==> src/rtl/xaui_pkg.sv <==
// ---------------------------------------------------------------------------
// xaui_pkg
// Shared constants for the XAUI transmit idle generator: XGMII/8b10b
// character codes, lane and column counts, PRBS7 seed and the minimum
// ||A|| spacing. Also provides the PRBS7 step and the control-character
// legality test used by the encoder.
// ---------------------------------------------------------------------------
package xaui_pkg;

    localparam int LANES = 4;   // lanes per XAUI port
    localparam int COLS  = 2;   // XGMII columns per xaui_clk cycle

    localparam logic [7:0] CH_IDLE = 8'h07;
    localparam logic [7:0] CH_S    = 8'hFB;
    localparam logic [7:0] CH_T    = 8'hFD;
    localparam logic [7:0] CH_Q    = 8'h9C;
    localparam logic [7:0] CH_E    = 8'hFE;
    localparam logic [7:0] CH_A    = 8'h7C;   // K28.3
    localparam logic [7:0] CH_K    = 8'hBC;   // K28.5
    localparam logic [7:0] CH_R    = 8'h1C;   // K28.0

    localparam logic [6:0] PRBS_SEED     = 7'h7F;
    // Reset value of a_cnt and the base of every reload (16 + prbs[3:0]).
    localparam logic [4:0] A_SPACING_MIN = 5'd16;

    // One step of the x^7 + x^6 + 1 Fibonacci LFSR.
    function automatic logic [6:0] prbs7_step(input logic [6:0] s);
        return {s[5:0], s[6] ^ s[5]};
    endfunction

    // Control characters the MAC may legitimately send.
    function automatic logic is_legal_ctrl(input logic [7:0] b);
        return b inside {CH_IDLE, CH_S, CH_T, CH_Q, CH_E};
    endfunction

endpackage

==> src/rtl/xaui_tx_prbs7.sv <==
// ---------------------------------------------------------------------------
// xaui_tx_prbs7
// PRBS7 (x^7 + x^6 + 1) source advancing two steps per clock, one per
// XGMII column. Both post-step values are exposed so the encoder can use
// the column-0 value for column 0 and the column-1 value for column 1.
//
// Ports:
//   clk        in   clock (rising edge)
//   reset      in   synchronous, active-high; reloads the seed
//   prbs_col0  out  LFSR value after the column-0 step
//   prbs_col1  out  LFSR value after the column-1 step (next state)
// ---------------------------------------------------------------------------
module xaui_tx_prbs7
    import xaui_pkg::*;
(
    input  logic       clk,
    input  logic       reset,
    output logic [6:0] prbs_col0,
    output logic [6:0] prbs_col1
);

    logic [6:0] state;

    assign prbs_col0 = prbs7_step(state);
    assign prbs_col1 = prbs7_step(prbs_col0);

    // NOTE: registers are written with non-blocking assignments so every
    // flop samples pre-edge values, independent of block ordering.
    always_ff @(posedge clk) begin
        if (reset) begin
            state <= PRBS_SEED;
        end else begin
            state <= prbs_col1;
        end
    end

endmodule

==> src/rtl/xaui_tx_idle_gen.sv <==
// ---------------------------------------------------------------------------
// xaui_tx_idle_gen
// XAUI transmit column encoder for one 4-lane port. Two XGMII columns per
// cycle are registered, classified and encoded into the per-lane 8b/10b
// character stream. Idle columns and the IDLE tail of a T column become
// ||A||, ||K|| or ||R||; ||A|| is spaced 16..31 columns apart by a
// PRBS7-seeded down counter. Illegal control bytes become E and pulse
// code_err. Latency is two cycles (input register, encode register).
//
// Build option XAUI_TX_IDLE_RAND_EN: when defined, non-A fill columns pick
// K or R from the PRBS LSB; otherwise they are always K. The LFSR and the
// A spacing are the same in both builds.
//
// Ports:
//   xaui_clk       in   clock (rising edge)
//   reset          in   synchronous, active-high
//   xgmii_txd      in   [31:0] column 0, [63:32] column 1; byte n = lane n
//   xgmii_txc      in   control flag per byte of xgmii_txd
//   mgt_txdata     out  lane l at [16l+15:16l]; low byte column 0
//   mgt_txcharisk  out  lane l at [2l+1:2l]; low bit column 0
//   code_err       out  one-cycle pulse aligned with the offending output
// ---------------------------------------------------------------------------
module xaui_tx_idle_gen
    import xaui_pkg::*;
(
    input  logic        xaui_clk,
    input  logic        reset,
    input  logic [63:0] xgmii_txd,
    input  logic [7:0]  xgmii_txc,
    output logic [63:0] mgt_txdata,
    output logic [7:0]  mgt_txcharisk,
    output logic        code_err
);

    logic [63:0] txd_q;
    logic [7:0]  txc_q;
    logic [4:0]  a_cnt;
    logic [4:0]  a_cnt_next;
    logic [6:0]  prbs_col0;
    logic [6:0]  prbs_col1;
    logic [63:0] enc_data;
    logic [7:0]  enc_k;
    logic        enc_err;
    logic        prbs_unused;

    xaui_tx_prbs7 u_prbs (
        .clk       (xaui_clk),
        .reset     (reset),
        .prbs_col0 (prbs_col0),
        .prbs_col1 (prbs_col1)
    );

    // Only the low nibble feeds the encoder.
    assign prbs_unused = ^{prbs_col0[6:4], prbs_col1[6:4]};

    // NOTE: every variable written here gets a value before any branch, so
    // no path leaves one unassigned and no latch is inferred.
    always_comb begin
        logic [4:0] cnt;
        logic [3:0] nib;
        logic [7:0] b;
        logic [7:0] fill_code;
        logic       is_ctrl;
        logic       idle_col;
        logic       t_fill;
        logic       seen_t;

        enc_data  = '0;
        enc_k     = '0;
        enc_err   = 1'b0;
        cnt       = a_cnt;
        nib       = '0;
        b         = '0;
        fill_code = CH_K;
        is_ctrl   = 1'b0;
        idle_col  = 1'b0;
        t_fill    = 1'b0;
        seen_t    = 1'b0;

        for (int col = 0; col < COLS; col++) begin
            nib = (col == 0) ? prbs_col0[3:0] : prbs_col1[3:0];

            // Classify: all-IDLE column, or T followed by at least one IDLE.
            idle_col = 1'b1;
            t_fill   = 1'b0;
            seen_t   = 1'b0;
            for (int lane = 0; lane < LANES; lane++) begin
                b       = txd_q[col*32 + lane*8 +: 8];
                is_ctrl = txc_q[col*LANES + lane];
                if (!(is_ctrl && b == CH_IDLE)) idle_col = 1'b0;
                if (is_ctrl && b == CH_IDLE && seen_t) t_fill = 1'b1;
                if (is_ctrl && b == CH_T) seen_t = 1'b1;
            end

            // The counter is tested before it moves: a fill column seeing 0
            // emits A and reloads, everything else counts down to 0 and waits.
            if ((idle_col || t_fill) && cnt == 5'd0) begin
                fill_code = CH_A;
                cnt       = A_SPACING_MIN + {1'b0, nib};
            end else begin
`ifdef XAUI_TX_IDLE_RAND_EN
                fill_code = nib[0] ? CH_R : CH_K;
`else
                fill_code = CH_K;
`endif
                if (cnt != 5'd0) cnt = cnt - 5'd1;
            end

            seen_t = 1'b0;
            for (int lane = 0; lane < LANES; lane++) begin
                b       = txd_q[col*32 + lane*8 +: 8];
                is_ctrl = txc_q[col*LANES + lane];
                enc_k[lane*2 + col] = is_ctrl;
                if (!is_ctrl) begin
                    enc_data[lane*16 + col*8 +: 8] = b;
                end else if (b == CH_IDLE) begin
                    // IDLE is only meaningful in an idle column or after T.
                    if (idle_col || seen_t) begin
                        enc_data[lane*16 + col*8 +: 8] = fill_code;
                    end else begin
                        enc_data[lane*16 + col*8 +: 8] = CH_E;
                        enc_err = 1'b1;
                    end
                end else if (is_legal_ctrl(b)) begin
                    enc_data[lane*16 + col*8 +: 8] = b;
                    if (b == CH_T) seen_t = 1'b1;
                end else begin
                    enc_data[lane*16 + col*8 +: 8] = CH_E;
                    enc_err = 1'b1;
                end
            end
        end

        a_cnt_next = cnt;
    end

    always_ff @(posedge xaui_clk) begin
        if (reset) begin
            // All-IDLE input register makes fill generation start right away.
            txd_q         <= {8{CH_IDLE}};
            txc_q         <= '1;
            a_cnt         <= A_SPACING_MIN;
            mgt_txdata    <= {8{CH_K}};
            mgt_txcharisk <= '1;
            code_err      <= 1'b0;
        end else begin
            txd_q         <= xgmii_txd;
            txc_q         <= xgmii_txc;
            a_cnt         <= a_cnt_next;
            mgt_txdata    <= enc_data;
            mgt_txcharisk <= enc_k;
            code_err      <= enc_err;
        end
    end

endmodule
==> config.mk <==
export PLATFORM = sky130hd
export DESIGN_NAME = xaui_tx_idle_gen
export DESIGN_NICKNAME = d
export VERILOG_FILES = /design/src/rtl/xaui_pkg.sv /design/src/rtl/xaui_tx_prbs7.sv /design/src/rtl/xaui_tx_idle_gen.sv
export SDC_FILE = /design/constraint.sdc
export NUM_CORES = 1
export LEC_CHECK = 0
export CORE_ASPECT_RATIO = 0.5
export CORE_MARGIN = 2
export CORE_UTILIZATION = 49
export CTS_CLUSTER_DIAMETER = 150
export DETAILED_ROUTE_END_ITERATION = 10
export PLACE_DENSITY = 0.8
export SETUP_SLACK_MARGIN = 0.1
export SKIP_CTS_REPAIR_TIMING = 1
export SLEW_MARGIN = 40
export SYNTH_ARGS = -nofsm -noshare
export SYNTH_HDL_FRONTEND = slang
export SYNTH_SLANG_ARGS = --single-unit
==> constraint.sdc <==
create_clock -name xaui_clk -period 5.4 [get_ports xaui_clk]
set_clock_uncertainty 0.1 [all_clocks]
set_input_delay 0.81 -clock xaui_clk [delete_from_list [all_inputs] [get_ports xaui_clk]]
set_output_delay 0.81 -clock xaui_clk [all_outputs]
set_load 0.02 [all_outputs]
==> out/results.tsv <==
stage	metric	value	unit
run_status	status	finished, final reports clean	
worst_setup_path	critical path peak fanout	10	
cts	Clk Latency, worst-skew pair	420	ps
layout	Layout Nets	843	
synthesis	Post-synth EDFFs	0	
synthesis	#FFs+latches synth	157	
sta	Max-slew headroom	0.4804	
sta	Tmin final	4569	ps
global_routing	vias in the first global route	4456	
global_routing	grt total ovfl	0	
floorplanning	Die W	158.6	µm
synthesis	average cell area after synthesis	9.423	µm²
worst_setup_path	Setup crit end kind	flip-flop	
min_path	worst hold path class	flip-flop to flip-flop	
synthesis	Mapped Cells	621	
sta	final setup vio count	0	
placed_design	Final HPWL DP	9.496	mm
cts	CTS tree	built	
synthesis	Net Count, Synth	698	
layout	layout cell share with drive strength beyond 1	0.1348	
pwr	peak supply drop	198.6	µV
run	MaxCap Viol Count	0	
worst_setup_path	crit path DAT	4770	ps
floorplanning	number of core rows	28	
worst_setup_path	CP startpoint	txd_q[0]	
layout	diode count	0	
min_path	hold depth	1	
sta	RSZ-0062 raised after global routing	no	
worst_setup_path	WP data required	5600	ps
routing	first-pass iteration count of the detailed router	6	
min_path	worst hold path startpoint	u_prbs.state[3]	
sta	fmax	218.9	MHz
routing	WL final	13.56	mm
layout	Final Core Density	0.6827	
global_routing	first-pass GRT wire length	21.47	mm
synthesis	post-synthesis sequential area ratio	0.5371	
placed_design	Buffers on Ports	146	
synthesis	post-synth top area cell	dfxtp_1	
floorplanning	Initial Util	0.4986	
global_routing	largest net degree at the start of global routing	77	
routing	Vias per Instance	5.202	
floorplanning	I/O Pins	147	
pwr	P_sw	0.0007804	W
sta	Final period util	0.8460	
synthesis	synth top area cells	dfxtp_1 54%, or2_2 6.6%, nor2b_1 4.8%	
floorplanning	core area	11740	µm²
sta	Slew Viols, Final	0	
floorplanning	die area	12890	µm²
synthesis	Cell Area, Synth	5852	µm²
worst_setup_path	WS Path Type	flip-flop to flip-flop	
pwr	Combinational Power Share	0.167	
routing	Avg WL per Cell	14.37	µm
synthesis	Synth top area share	0.5371	
pwr	Pleak	3.087	nW
worst_setup_path	Reg2Reg Launch Point	txd_q[0]	
cts	CTS Root Cell	clkbuf_16	
synthesis	warnings from Yosys	0	
floorplanning	Die Ht	81.28	µm
routing	drc violations	0	
synthesis	ys flop type	dfxtp_1	
sta	Slew @ Worst Pin	774.6	ps
routing	total number of vias	4911	
worst_setup_path	CP Launch Type	flip-flop	
global_routing	total track usage	0.2144	
placed_design	gpl congestion	0.9456	
pwr	PwrDens	362.3	nW/µm²
synthesis	ys async rst share	0	
global_routing	antenna violations before repair	0	
worst_setup_path	FF-to-FF path depth	13	
synthesis	synth unique cells	58	
pwr	Power Internal	0.002123	W
routing	DRT antenna net count	0	
sta	setup TNS	0	ps
cts	CTS buffer count	17	
cts	CTS Buffer Depth	2	
routing	DRT iter0 DRCs	287	
cts	Num Clock Sinks	157	
pwr	Net Sw Frac	0.2688	
pwr	sequential share of power	0.445	
cts	Worst-path clk slew	60	ps
pwr	Clock Power Share	0.388	
sta	Final Hold Violating Endpoints	0	
cts	number of H-tree levels	4	
layout	Syn-to-layout area delta	36.93	%
stage by stage:
step | worst slack, ps | hold WS [ps] | total power (W) | instances | cell area, µm²
final | 831.4 | 330.7 | 0.002903 | 944 | 8013
after global routing | 586.2 | 347.5 | 0.003026 | 944 | 8013
after CTS | 958.2 | 328.5 | 0.002909 | 944 | 8006
after detailed placement | 1038 | 314.1 | 0.001788 | 912 | 7446
after global placement | 1175 | 315.5 | 0.001787 | 912 | 7446
after floorplan | 1444 | 289.5 | 0.001614 | 621 | 5852
area by class of cell:
type / instances / area (µm²)
inverters: 17 / 63.81
well taps: 165 / 206.4
repair buffers: 149 / 1481
multi-input cells: 424 / 2557
clock inverters: 12 / 113.9
fillers: 934 / 3724
clock buffers: 20 / 446.7
flip-flops and latches: 157 / 3143
power groups by stage:
stage,Sequential [W],Clock (W),Combinational [W]
detailed placement,0.00132,0,0.000473
global placement,0.00132,0,0.000472
global route,0.00130,0.00119,0.000533
CTS,0.00129,0.00114,0.000479
floorplan,0.00133,0,0.000283
finish,0.00129,0.00113,0.000484
flip-flops by register name, summed over array words and instances (netlist names):
signal and cells:
txd_q 64, mgt_txcharisk 8, code_err 1, u_prbs.state 7
mgt_txdata 64, a_cnt 5, txc_q 8
cell usage in the layout, fill, tap and decap left out, types with 5 or more instances in the layout:
cell type / instances
a21oi_1: 31
a31oi_1: 9
and2_1: 5
and3_1: 8
clkbuf_16: 17
clkdlybuf4s50_1: 145
clkinvlp_4: 7
dfxtp_1: 157
inv_1: 16
nand2_1: 40
nand2b_1: 17
nand3_1: 23
nand4_1: 13
nor2_1: 37
nor2b_1: 45
nor3_1: 10
nor3b_1: 6
nor4_1: 6
nor4b_1: 6
o21ai_0: 18
o22ai_1: 5
or2_2: 62
or3_1: 16
xnor2_1: 5
xor2_1: 5
per-layer routing:
layer	share of wire	global-route usage	vias up
li1	-	-	2436
met1	0.47	0.2825	2298
met2	0.46	0.3472	159
met3	0.058	0.05229	18
met4	0.013	0.07477	0
met5	0	0	-
cells by family (layout without fill, tap and decap cells):
family          after synthesis  count (layout)  share of synthesized area
fa+ha+maj                     3               3                   0.006415
simple gates                318             318                     0.3158
buf+inv                      40             198                    0.02694
flops                       157             157                     0.5371
mux                           2               2                   0.003421
compound gates               91              91                    0.09536
xor+xnor                     10              10                    0.01497
path summary, 6_finish.rpt:
path	endpoint	slack, ps
max reg2reg	mgt_txdata[63]	830
min	u_prbs.state[5]	330
min reg2reg	u_prbs.state[5]	330
max	mgt_txdata[63]	830
worst max-delay path, stage by stage, from the launching register on:
cell     delay (ps)
dfxtp_1         420
or4b_1          500
or4_4           550
or4_4           580
a21oi_1         160
a21oi_1          50
o21ai_0         380
ha_1            250
nand3_1          80
nor2_1          130
a21oi_1         220
nor2b_1         580
a21oi_1         140
or2_2           310
synth_stat cells (all sizes together), types with 9 or more instances:
cell type,number
a21oi,31
a31oi,9
clkbuf,22
dfxtp,157
inv,17
nand2,40
nand2b,17
nand3,23
nand4,13
nor2,37
nor2b,45
nor3,10
o21ai,19
or2,62
or3,16
Power figures use the tool's default switching activity.
